$ cat config.mk
export PLATFORM = sky130hd
export DESIGN_NAME = apb_master_arb_flat
export DESIGN_NICKNAME = d
export VERILOG_FILES = /design/src/rtl/apb_ctrl_pkg.sv /design/src/rtl/apb_master_arb_if.sv /design/src/rtl/apb_rr_arb2.sv /design/src/rtl/apb_master_arb.sv /design/src/flat_wrapper.sv
export SDC_FILE = /design/constraint.sdc
export NUM_CORES = 1
export LEC_CHECK = 0
export CAP_MARGIN = 20
export CORE_MARGIN = 1
export CORE_UTILIZATION = 39
export DETAILED_ROUTE_END_ITERATION = 10
export PLACE_DENSITY = 0.82
export SYNTH_ARGS = -nofsm -noshare
export SYNTH_HDL_FRONTEND = slang
export SYNTH_SLANG_ARGS = --single-unit
$ cat constraint.sdc
create_clock -name pclk -period 2.31 [get_ports pclk]
set_input_delay 0.231 -clock pclk [delete_from_list [all_inputs] [get_ports pclk]]
set_output_delay 0.231 -clock pclk [all_outputs]
set_load 0.005 [all_outputs]
$ cat src/rtl/apb_ctrl_pkg.sv
// Shared types and constants for the two-port APB master controller.
package apb_ctrl_pkg;

  localparam int APB_ADDR_W = 32;
  localparam int APB_DATA_W = 32;
  // Width of the ACCESS wait counter; bounds the legal TIMEOUT range.
  localparam int TIMEOUT_W  = 8;

  typedef enum logic [1:0] {
    IDLE   = 2'd0,
    SETUP  = 2'd1,
    ACCESS = 2'd2
  } apb_mst_state_t;

endpackage

$ cat src/rtl/apb_master_arb_if.sv
// APB bus bundle between the master controller and a single slave.
interface apb_master_arb_if
  import apb_ctrl_pkg::*;
#(
  parameter int ADDR_W = APB_ADDR_W,
  parameter int DATA_W = APB_DATA_W
);

  logic [ADDR_W-1:0] paddr;
  logic              pwrite;
  logic [DATA_W-1:0] pwdata;
  logic              psel;
  logic              penable;
  logic [DATA_W-1:0] prdata;
  logic              pready;
  logic              pslverr;

  modport master (
    output paddr, pwrite, pwdata, psel, penable,
    input  prdata, pready, pslverr
  );

  modport slave (
    input  paddr, pwrite, pwdata, psel, penable,
    output prdata, pready, pslverr
  );

endinterface

$ cat src/rtl/apb_rr_arb2.sv
// Two-input round-robin grant: on a tie the requester that did not win last time wins.
module apb_rr_arb2 (
  input  logic [1:0] req_valid,
  input  logic       last,
  output logic [1:0] gnt,
  output logic       gnt_idx
);

  // Pick the winning index, then expand it to a one-hot grant.
  always_comb begin
    gnt_idx = 1'b0;
    case (req_valid)
      2'b01:   gnt_idx = 1'b0;
      2'b10:   gnt_idx = 1'b1;
      2'b11:   gnt_idx = ~last;
      default: gnt_idx = 1'b0;
    endcase
    gnt = (|req_valid) ? {gnt_idx, ~gnt_idx} : 2'b00;
  end

endmodule

$ cat src/rtl/apb_master_arb.sv
// Two-requester APB master: round-robin arbitration, SETUP/ACCESS sequencing,
// bounded wait for pready and a one-cycle response pulse to the winner.
//
// Requester handshake: a requester raises req_valid[i] with stable write/addr/wdata
// and holds them until it sees req_ready[i]; the request is consumed in the cycle
// where req_valid[i] & req_ready[i]. req_ready is only offered in IDLE. The answer
// comes back as a one-cycle rsp_valid[i] pulse with rsp_err/rsp_rdata alongside;
// there is no back-pressure on responses.
module apb_master_arb
  import apb_ctrl_pkg::*;
#(
  parameter int ADDR_W  = APB_ADDR_W,
  parameter int DATA_W  = APB_DATA_W,
  parameter int TIMEOUT = 16
) (
  input  logic                pclk,
  input  logic                preset,
  input  logic [1:0]          req_valid,
  input  logic [1:0]          req_write,
  input  logic [2*ADDR_W-1:0] req_addr,
  input  logic [2*DATA_W-1:0] req_wdata,
  output logic [1:0]          req_ready,
  output logic [1:0]          rsp_valid,
  output logic [DATA_W-1:0]   rsp_rdata,
  output logic                rsp_err,
  output logic                busy,
  apb_master_arb_if.master    bus,
  output apb_mst_state_t      dbg_state
);

  apb_mst_state_t       state_q, state_d;
  logic                 last_q, last_d;
  logic [ADDR_W-1:0]    paddr_q, paddr_d;
  logic                 pwrite_q, pwrite_d;
  logic [DATA_W-1:0]    pwdata_q, pwdata_d;
  logic                 psel_q, psel_d;
  logic                 penable_q, penable_d;
  logic [TIMEOUT_W-1:0] cnt_q, cnt_d;
  logic [1:0]           rsp_valid_q, rsp_valid_d;
  logic                 rsp_err_q, rsp_err_d;
  logic [DATA_W-1:0]    rsp_rdata_q, rsp_rdata_d;

  logic [1:0]           gnt;
  logic                 gnt_idx;
  logic [TIMEOUT_W-1:0] cnt_inc;
  logic                 timeout_hit;

  apb_rr_arb2 u_arb (
    .req_valid (req_valid),
    .last      (last_q),
    .gnt       (gnt),
    .gnt_idx   (gnt_idx)
  );

  // The TIMEOUT-th low-pready ACCESS cycle ends the transfer.
  assign cnt_inc     = cnt_q + 1'b1;
  assign timeout_hit = !bus.pready && (cnt_inc == TIMEOUT_W'(TIMEOUT));

  // State register.
  always_ff @(posedge pclk) begin
    if (preset) state_q <= IDLE;
    else        state_q <= state_d;
  end

  // Next-state logic.
  always_comb begin
    state_d = state_q;
    case (state_q)
      IDLE:    if (|req_valid) state_d = SETUP;
      SETUP:   state_d = ACCESS;
      ACCESS:  if (bus.pready || timeout_hit) state_d = IDLE;
      default: state_d = IDLE;
    endcase
  end

  // Outputs: decodes of the current state and registered datapath.
  always_comb begin
    req_ready   = (state_q == IDLE) ? gnt : 2'b00;
    busy        = psel_q;
    bus.psel    = psel_q;
    bus.penable = penable_q;
    bus.paddr   = paddr_q;
    bus.pwrite  = pwrite_q;
    bus.pwdata  = pwdata_q;
    rsp_valid   = rsp_valid_q;
    rsp_err     = rsp_err_q;
    rsp_rdata   = rsp_rdata_q;
    dbg_state   = state_q;
  end

  // Datapath next values: latch the grant, count waits, build the response.
  // last_q equals the granted index for the whole transfer, so it steers rsp_valid.
  always_comb begin
    last_d      = last_q;
    paddr_d     = paddr_q;
    pwrite_d    = pwrite_q;
    pwdata_d    = pwdata_q;
    cnt_d       = cnt_q;
    rsp_valid_d = 2'b00;
    rsp_err_d   = rsp_err_q;
    rsp_rdata_d = rsp_rdata_q;
    // psel/penable come from flops so the bus sees glitch-free decodes.
    psel_d      = (state_d != IDLE);
    penable_d   = (state_d == ACCESS);
    case (state_q)
      IDLE: begin
        if (|req_valid) begin
          last_d   = gnt_idx;
          paddr_d  = gnt_idx ? req_addr[2*ADDR_W-1:ADDR_W]  : req_addr[ADDR_W-1:0];
          pwdata_d = gnt_idx ? req_wdata[2*DATA_W-1:DATA_W] : req_wdata[DATA_W-1:0];
          pwrite_d = gnt_idx ? req_write[1] : req_write[0];
          cnt_d    = '0;
        end
      end
      ACCESS: begin
        if (bus.pready) begin
          rsp_valid_d = {last_q, ~last_q};
          rsp_err_d   = bus.pslverr;
          rsp_rdata_d = (!bus.pslverr && !pwrite_q) ? bus.prdata : '0;
        end else begin
          cnt_d = cnt_inc;
          if (timeout_hit) begin
            rsp_valid_d = {last_q, ~last_q};
            rsp_err_d   = 1'b1;
            rsp_rdata_d = '0;
          end
        end
      end
      default: ;
    endcase
  end

  // Datapath registers; reset drops any transfer in flight without a response.
  always_ff @(posedge pclk) begin
    if (preset) begin
      last_q      <= 1'b1;
      paddr_q     <= '0;
      pwrite_q    <= 1'b0;
      pwdata_q    <= '0;
      psel_q      <= 1'b0;
      penable_q   <= 1'b0;
      cnt_q       <= '0;
      rsp_valid_q <= 2'b00;
      rsp_err_q   <= 1'b0;
      rsp_rdata_q <= '0;
    end else begin
      last_q      <= last_d;
      paddr_q     <= paddr_d;
      pwrite_q    <= pwrite_d;
      pwdata_q    <= pwdata_d;
      psel_q      <= psel_d;
      penable_q   <= penable_d;
      cnt_q       <= cnt_d;
      rsp_valid_q <= rsp_valid_d;
      rsp_err_q   <= rsp_err_d;
      rsp_rdata_q <= rsp_rdata_d;
    end
  end

endmodule

$ cat src/flat_wrapper.sv
// flat-port wrapper written by rule: the top's interface ports become plain ports
module apb_master_arb_flat import apb_ctrl_pkg::*;
#(
  parameter int ADDR_W  = APB_ADDR_W,
  parameter int DATA_W  = APB_DATA_W,
  parameter int TIMEOUT = 16
)
  (pclk, preset, req_valid, req_write, req_addr, req_wdata, req_ready, rsp_valid, rsp_rdata, rsp_err, busy, dbg_state, bus_paddr, bus_pwrite, bus_pwdata, bus_psel, bus_penable, bus_prdata, bus_pready, bus_pslverr);
  apb_master_arb_if #(.ADDR_W(ADDR_W), .DATA_W(DATA_W)) bus_i ();
  input  logic pclk;
  input  logic preset;
  input  logic [1:0] req_valid;
  input  logic [1:0] req_write;
  input  logic [2*ADDR_W-1:0] req_addr;
  input  logic [2*DATA_W-1:0] req_wdata;
  output logic [1:0] req_ready;
  output logic [1:0] rsp_valid;
  output logic [DATA_W-1:0] rsp_rdata;
  output logic rsp_err;
  output logic busy;
  output apb_mst_state_t dbg_state;
  output wire logic [$bits(bus_i.paddr)-1:0] bus_paddr;
  output wire logic [$bits(bus_i.pwrite)-1:0] bus_pwrite;
  output wire logic [$bits(bus_i.pwdata)-1:0] bus_pwdata;
  output wire logic [$bits(bus_i.psel)-1:0] bus_psel;
  output wire logic [$bits(bus_i.penable)-1:0] bus_penable;
  input wire logic [$bits(bus_i.prdata)-1:0] bus_prdata;
  input wire logic [$bits(bus_i.pready)-1:0] bus_pready;
  input wire logic [$bits(bus_i.pslverr)-1:0] bus_pslverr;
  assign bus_paddr = bus_i.paddr;
  assign bus_pwrite = bus_i.pwrite;
  assign bus_pwdata = bus_i.pwdata;
  assign bus_psel = bus_i.psel;
  assign bus_penable = bus_i.penable;
  assign bus_i.prdata = bus_prdata;
  assign bus_i.pready = bus_pready;
  assign bus_i.pslverr = bus_pslverr;
  apb_master_arb #(.ADDR_W(ADDR_W), .DATA_W(DATA_W), .TIMEOUT(TIMEOUT)) u_core (.pclk(pclk), .preset(preset), .req_valid(req_valid), .req_write(req_write), .req_addr(req_addr), .req_wdata(req_wdata), .req_ready(req_ready), .rsp_valid(rsp_valid), .rsp_rdata(rsp_rdata), .rsp_err(rsp_err), .busy(busy), .bus(bus_i), .dbg_state(dbg_state));
endmodule
# Word-level counts from Yosys, hierarchy flattened
# Cells that the tools add are included.
# word_totals
reg_bits	113
word_cells	57
output_inout_bits	107
in_bits	168
# op_classes
eq_ne	8
n_reduce_logical	15
bitwise	3
muxes	19
add_sub_neg	1
# op_table
op	n
$mux 32	5
$mux 8	2
$pmux 8 s2	1
$mux 2	6
$add 8x1->8 const B	1
$eq 2x2->1 const B	4
$eq 8x5->1 const B	1
$pmux 2 s3	1
$reduce_bool 2->1	3
$ne 2x2->1 const B	2
$reduce_and 2->1	2
$reduce_or 2->1	2
$logic_not 1->1	3
$mux 1	3
$not 1->1	3
$reduce_and 3->1	1
$eq 2x1->1 const B	1
$logic_and 1x1->1	2
$logic_not 2->1	1
$pmux 1 s2	1
$logic_or 1x1->1	1

# Longest topological paths before layout
# depth
word_depth	7
ltp_mapped	7
mapped_depth_nobuf	6

# By module
# Synthesis repeated with hierarchy kept, for this count alone.
# hier_totals
cells_unflattened	544
hier_area_um2	5139.9
# modules_own_cells
mod	cells_per_inst	area_per_inst_um2	n_inst
apb_master_arb	540	5113.7	1
apb_rr_arb2	4	26.3	1

# Worst setup path before layout
# Ideal clock, no wire load.
# synth_path
path_type	register -> register
start	register u_core.cnt_q[2]
end	register u_core.rsp_rdata_q[10] (netlist: u_core.rsp_rdata[10])
synth_period_minus_slack_ns	1.725
setup_ns	0.132
required_ns	2.178
path_stages_with_launch	8
arrival_ns	1.593
path_buffers	2
setup_slack_ns	0.585
path_cell_list	dfxtp_1 and3_1 buf_6 and3_4 o311a_4 buf_2 o31ai_1 a21oi_1
# synth_via
elab_chain_cells	5
# synth_rtl
item	line	text
start: declaration	apb_master_arb.sv:38	logic [TIMEOUT_W-1:0] cnt_q, cnt_d;
start signal: assignment	apb_master_arb.sv:153	cnt_q <= cnt_d;
$add 8x1->8	apb_master_arb.sv:56	assign cnt_inc = cnt_q + 1'b1;
$eq 8x5->1	apb_master_arb.sv:57	assign timeout_hit = !bus.pready && (cnt_inc == TIMEOUT_W'(TIMEOUT));
$logic_and 1x1->1	apb_master_arb.sv:57	
$reduce_bool 2->1 (no source line)	--	
$reduce_and 2->1 (no source line)	--	
end signal: assignment	apb_master_arb.sv:156	rsp_rdata_q <= rsp_rdata_d;
end: declaration	apb_master_arb.sv:41	logic [DATA_W-1:0] rsp_rdata_q, rsp_rdata_d;
# No other way between the ends.
# A chain may end at the register's enable or synchronous reset.

# Worst setup path after layout
# layout_path
start	register u_core.cnt_q[2]
end	register u_core.rsp_valid_q[1] (netlist: u_core.rsp_valid[1])
# layout_via
elab_chain_cells	5
# layout_rtl
item	line	text
$add 8x1->8	apb_master_arb.sv:56	
$eq 8x5->1	apb_master_arb.sv:57	
$logic_and 1x1->1	apb_master_arb.sv:57	
$mux 2	apb_master_arb.sv:122	if (timeout_hit) begin
$mux 2	apb_master_arb.sv:116	if (bus.pready) begin
end signal: assignment	apb_master_arb.sv:154	rsp_valid_q <= rsp_valid_d;
end: declaration	apb_master_arb.sv:39	logic [1:0] rsp_valid_q, rsp_valid_d;
# No other way between the ends.

==> metrics.md <==
| Metric | Value |
|---|---|
| Data required time of the critical path | `2.63 ns` |
| Count of nets left with antenna violations after detail routing | `0` |
| Setup violations, final | `0` |
| Number of distinct library cells after synthesis | `40` |
| Number of synthesized flops with an enable pin | `0` |
| Area share of the leading cell type in the synthesized netlist | `46.47%` |
| Most frequent cells in the layout | `sky130_fd_sc_hd__clkdlybuf4s50_1 (273), sky130_fd_sc_hd__dfxtp_1 (113), sky130_fd_sc_hd__nor2_1 (82), sky130_fd_sc_hd__mux2i_1 (66), sky130_fd_sc_hd__a211oi_1 (66)` |
| Setup Total Neg Slack | `0 ns` |
| Largest vdd supply drop | `494.1 µV` |
| Antenna Diode Count | `0` |
| Count of max-cap constraint violations | `0` |
| Ratio of total power to cell area | `712.6 nW/µm²` |
| Worst setup SP type | `flip-flop` |
| Minimum clock period after layout | `1.991 ns` |
| CTS hold repair buffers | `0` |
| Util after Layout | `68.45%` |
| Startpoint of the worst-slack reg-to-reg timing path | `u_core.cnt_q[2]$_SDFFE_PP0P_` |
| CTS tree | `yes` |
| Number of global-route vias before repair | `4757` |
| Number of H-tree levels | `4` |
| Reg-to-Reg End | `u_core.rsp_valid[1]$_SDFF_PP0_` |
| Clk sink count | `113` |
| Worst reg-to-reg path cell count | `5` |
| Post-route fraction of the period consumed by the critical path | `86.19%` |
| Routability-driven placement congestion ratio | `0.8476` |
| P_leak | `3.051 nW` |
| YS warnings | `0` |
| Cell types occupying the most area after synthesis | `sky130_fd_sc_hd__dfxtp_1 (46%), sky130_fd_sc_hd__mux2i_1 (14%), sky130_fd_sc_hd__a211oi_1 (10%), sky130_fd_sc_hd__nor2_1 (6.3%), sky130_fd_sc_hd__o31ai_1 (4.9%)` |
| Hold slack final | `0.3051 ns` |
| Overall die width | `113.7 µm` |
| Critical Path Sink | `u_core.rsp_valid[1]$_SDFF_PP0_` |
| Insertion delay to the later sink of the worst-skew pair | `0.40 ns` |
| Total cell area at the placement stage | `7719 µm²` |
| Mapped Nets | `706` |
| Data arrival time of the worst path | `2.31 ns` |
| Critical path capture point type | `flip-flop` |
| Number of slew-limit violations in the final report | `0` |
| Crit Path Class | `reg -> reg` |
| Sequential element share of the synthesized area | `46.47%` |
| Synthesized instance count | `537` |
| Area growth from synthesis to final layout | `70.29%` |
| Clock root buffer | `sky130_fd_sc_hd__clkbuf_16` |
| Number of clock buffers inserted by TritonCTS | `17` |
| Share of flip-flops with an asynchronous set or reset | `0%` |
| Maximum root-to-sink buffer count | `2` |
| First-pass DRT Iterations | `4` |
| Number of setup buffers added after CTS | `0` |
| Total number of nets in the final design | `956` |
| Clock Pin Slew Worst Setup and Hold Paths | `0.05 ns` |
| Die footprint | `12930 µm²` |
| Floorplan core area | `12110 µm²` |
| DRC Markers | `0` |
| Starting DRC count in detailed routing | `380` |
| Average cell area after synthesis | `9.066 µm²` |
| Startpoint of the most critical setup path | `u_core.cnt_q[2]$_SDFFE_PP0P_` |
| Worst rel slew slack | `56.20%` |
| Antenna violations before repair | `0` |
| Vias per cell | `5.089` |
| Global-route usage over all layers | `23.24%` |
| Synth Register Bits | `113` |
| Dominant register cell in the synthesized netlist | `sky130_fd_sc_hd__dfxtp_1` |
| Final hold violation count | `0` |
| Count of input and output buffers | `274` |
| Fmax | `502.3 MHz` |
| Critical path fanouts, max | `33` |
| Fraction of layout cells with a size suffix above 1 | `5.890%` |
| Most frequent standard cell in the layout excluding fill and tap cells | `sky130_fd_sc_hd__clkdlybuf4s50_1` |
| Cell type contributing the most total cell area after synthesis | `sky130_fd_sc_hd__dfxtp_1` |
| RSZ-0062 raised after global routing | `false` |
| Starting Density | `40.20%` |
| Row Count | `40` |
| Hold WC Path Type | `in -> reg` |
| Top-level I/O count | `275` |
| Wire length of the first global-routing pass | `23450 µm` |
| Reg2reg setup slack | `0.32 ns` |
| Maximum number of pins on one net before global-route repair | `66` |
| Clock tree skew after final layout | `0.008231 ns` |
| Half-perimeter wire length of the detailed placement result | `11010 µm` |
| GR Overflow Total | `0` |
| Post-DR wirelength/cell | `15.67 µm` |
| Number of cells on the worst hold path | `2` |
| Outcome | `finished clean` |
| Resized cells post-CTS | `0` |
| Transition at the pin with the smallest max-transition slack | `0.6501 ns` |
| Non-Filler Cell Area, Final | `8290 µm²` |
| Cell area after synthesis | `4868 µm²` |
| Die H | `113.7 µm` |
| Via count of the routed design | `4916` |
| Routed wire length | `15140 µm` |
## registers in the layout, summed over array words and instances (netlist names)
signal / flops
u_core.bus.paddr: 32
u_core.bus.penable: 1
u_core.bus.psel: 1
u_core.bus.pwdata: 32
u_core.bus.pwrite: 1
u_core.cnt_q: 8
u_core.dbg_state: 2
u_core.last_q: 1
u_core.rsp_err: 1
u_core.rsp_rdata: 32
u_core.rsp_valid: 2
## worst min-delay path by stage
stage | from | to
2_1_floorplan | bus_prdata[0] | u_core.rsp_rdata[0]$_SDFFE_PP0P_
3_3_place_gp | u_core.rsp_err$_SDFFE_PP0P_ | u_core.rsp_err$_SDFFE_PP0P_
3_5_place_dp | u_core.rsp_err$_SDFFE_PP0P_ | u_core.rsp_err$_SDFFE_PP0P_
4_1_cts | preset | u_core.dbg_state[1]$_SDFF_PP0_
5_1_grt | preset | u_core.dbg_state[1]$_SDFF_PP0_
6_report | preset | u_core.dbg_state[1]$_SDFF_PP0_
## kinds of logic after synthesis
group / synth area share (%)
AOI/OAI and AO/OA: 22.15
and+or+nand+nor: 12.67
DFF: 46.47
muxes: 13.57
buffers and inverters: 4.703
xor gates and xnor gates: 0.1799
adders and majority gates: 0.2570
## synthesized netlist by cell type (2+ instances only)
| library cell | n |
|---|---|
| sky130_fd_sc_hd__dfxtp_1 | 113 |
| sky130_fd_sc_hd__clkbuf_1 | 35 |
| sky130_fd_sc_hd__nor2_1 | 82 |
| sky130_fd_sc_hd__a311oi_1 | 2 |
| sky130_fd_sc_hd__o21ai_0 | 4 |
| sky130_fd_sc_hd__o21bai_1 | 2 |
| sky130_fd_sc_hd__inv_1 | 2 |
| sky130_fd_sc_hd__nand3_1 | 2 |
| sky130_fd_sc_hd__a21oi_1 | 42 |
| sky130_fd_sc_hd__nand2b_1 | 5 |
| sky130_fd_sc_hd__buf_1 | 3 |
| sky130_fd_sc_hd__buf_2 | 12 |
| sky130_fd_sc_hd__a31oi_1 | 2 |
| sky130_fd_sc_hd__a211oi_1 | 66 |
| sky130_fd_sc_hd__nor2b_1 | 2 |
| sky130_fd_sc_hd__nand2_1 | 42 |
| sky130_fd_sc_hd__mux2i_1 | 66 |
| sky130_fd_sc_hd__and3_1 | 2 |
| sky130_fd_sc_hd__o31ai_1 | 32 |
## cell type report
cell class / instances / area (µm²)
fillers: 963 / 3821
repair buffers: 283 / 2833
multi-input cells: 370 / 2406
flip-flops and latches: 113 / 2262
clock buffers: 24 / 491.7
well taps: 168 / 210.2
clock inverters: 6 / 80.08
inverters: 2 / 7.507
## worst max-delay path, stage by stage (launching register included)
cell and delay [ns]:
sky130_fd_sc_hd__dfxtp_1 0.33, sky130_fd_sc_hd__and3_1 0.26, sky130_fd_sc_hd__and3_4 0.23, sky130_fd_sc_hd__o311a_4 0.47, sky130_fd_sc_hd__or3_4 0.44, sky130_fd_sc_hd__nor3b_2 0.17
## per-stage QoR
step	power [mW]	worst slack (ns)	instances
2_1_floorplan	2.696	0.5851	537
3_3_place_gp	3.390	0.4030	936
3_5_place_dp	3.420	0.3266	936
4_1_cts	5.962	0.3145	966
5_1_grt	6.142	0.2330	966
6_report	5.907	0.3190	966
## power by group
group / leakage (nW) / internal, mW / switching (mW)
sequential: 0.929 / 2.11 / 0.0901
clock: 0.286 / 1.68 / 0.846
combinational: 1.84 / 0.710 / 0.471
total: 3.05 / 4.50 / 1.41
## per-layer routing
metal / global-route usage, % / share of wire (%) / wire length, µm / vias up
met3: 7.545 / 9.1 / 1372 / 27
met4: 10.44 / 2.1 / 320 / 0
li1: - / - / - / 2435
met1: 25.07 / 39 / 5860 / 2236
met2: 41.34 / 50 / 7582 / 218
met5: 0 / 0 / 0 / -
Power figures use the tool's default switching activity.
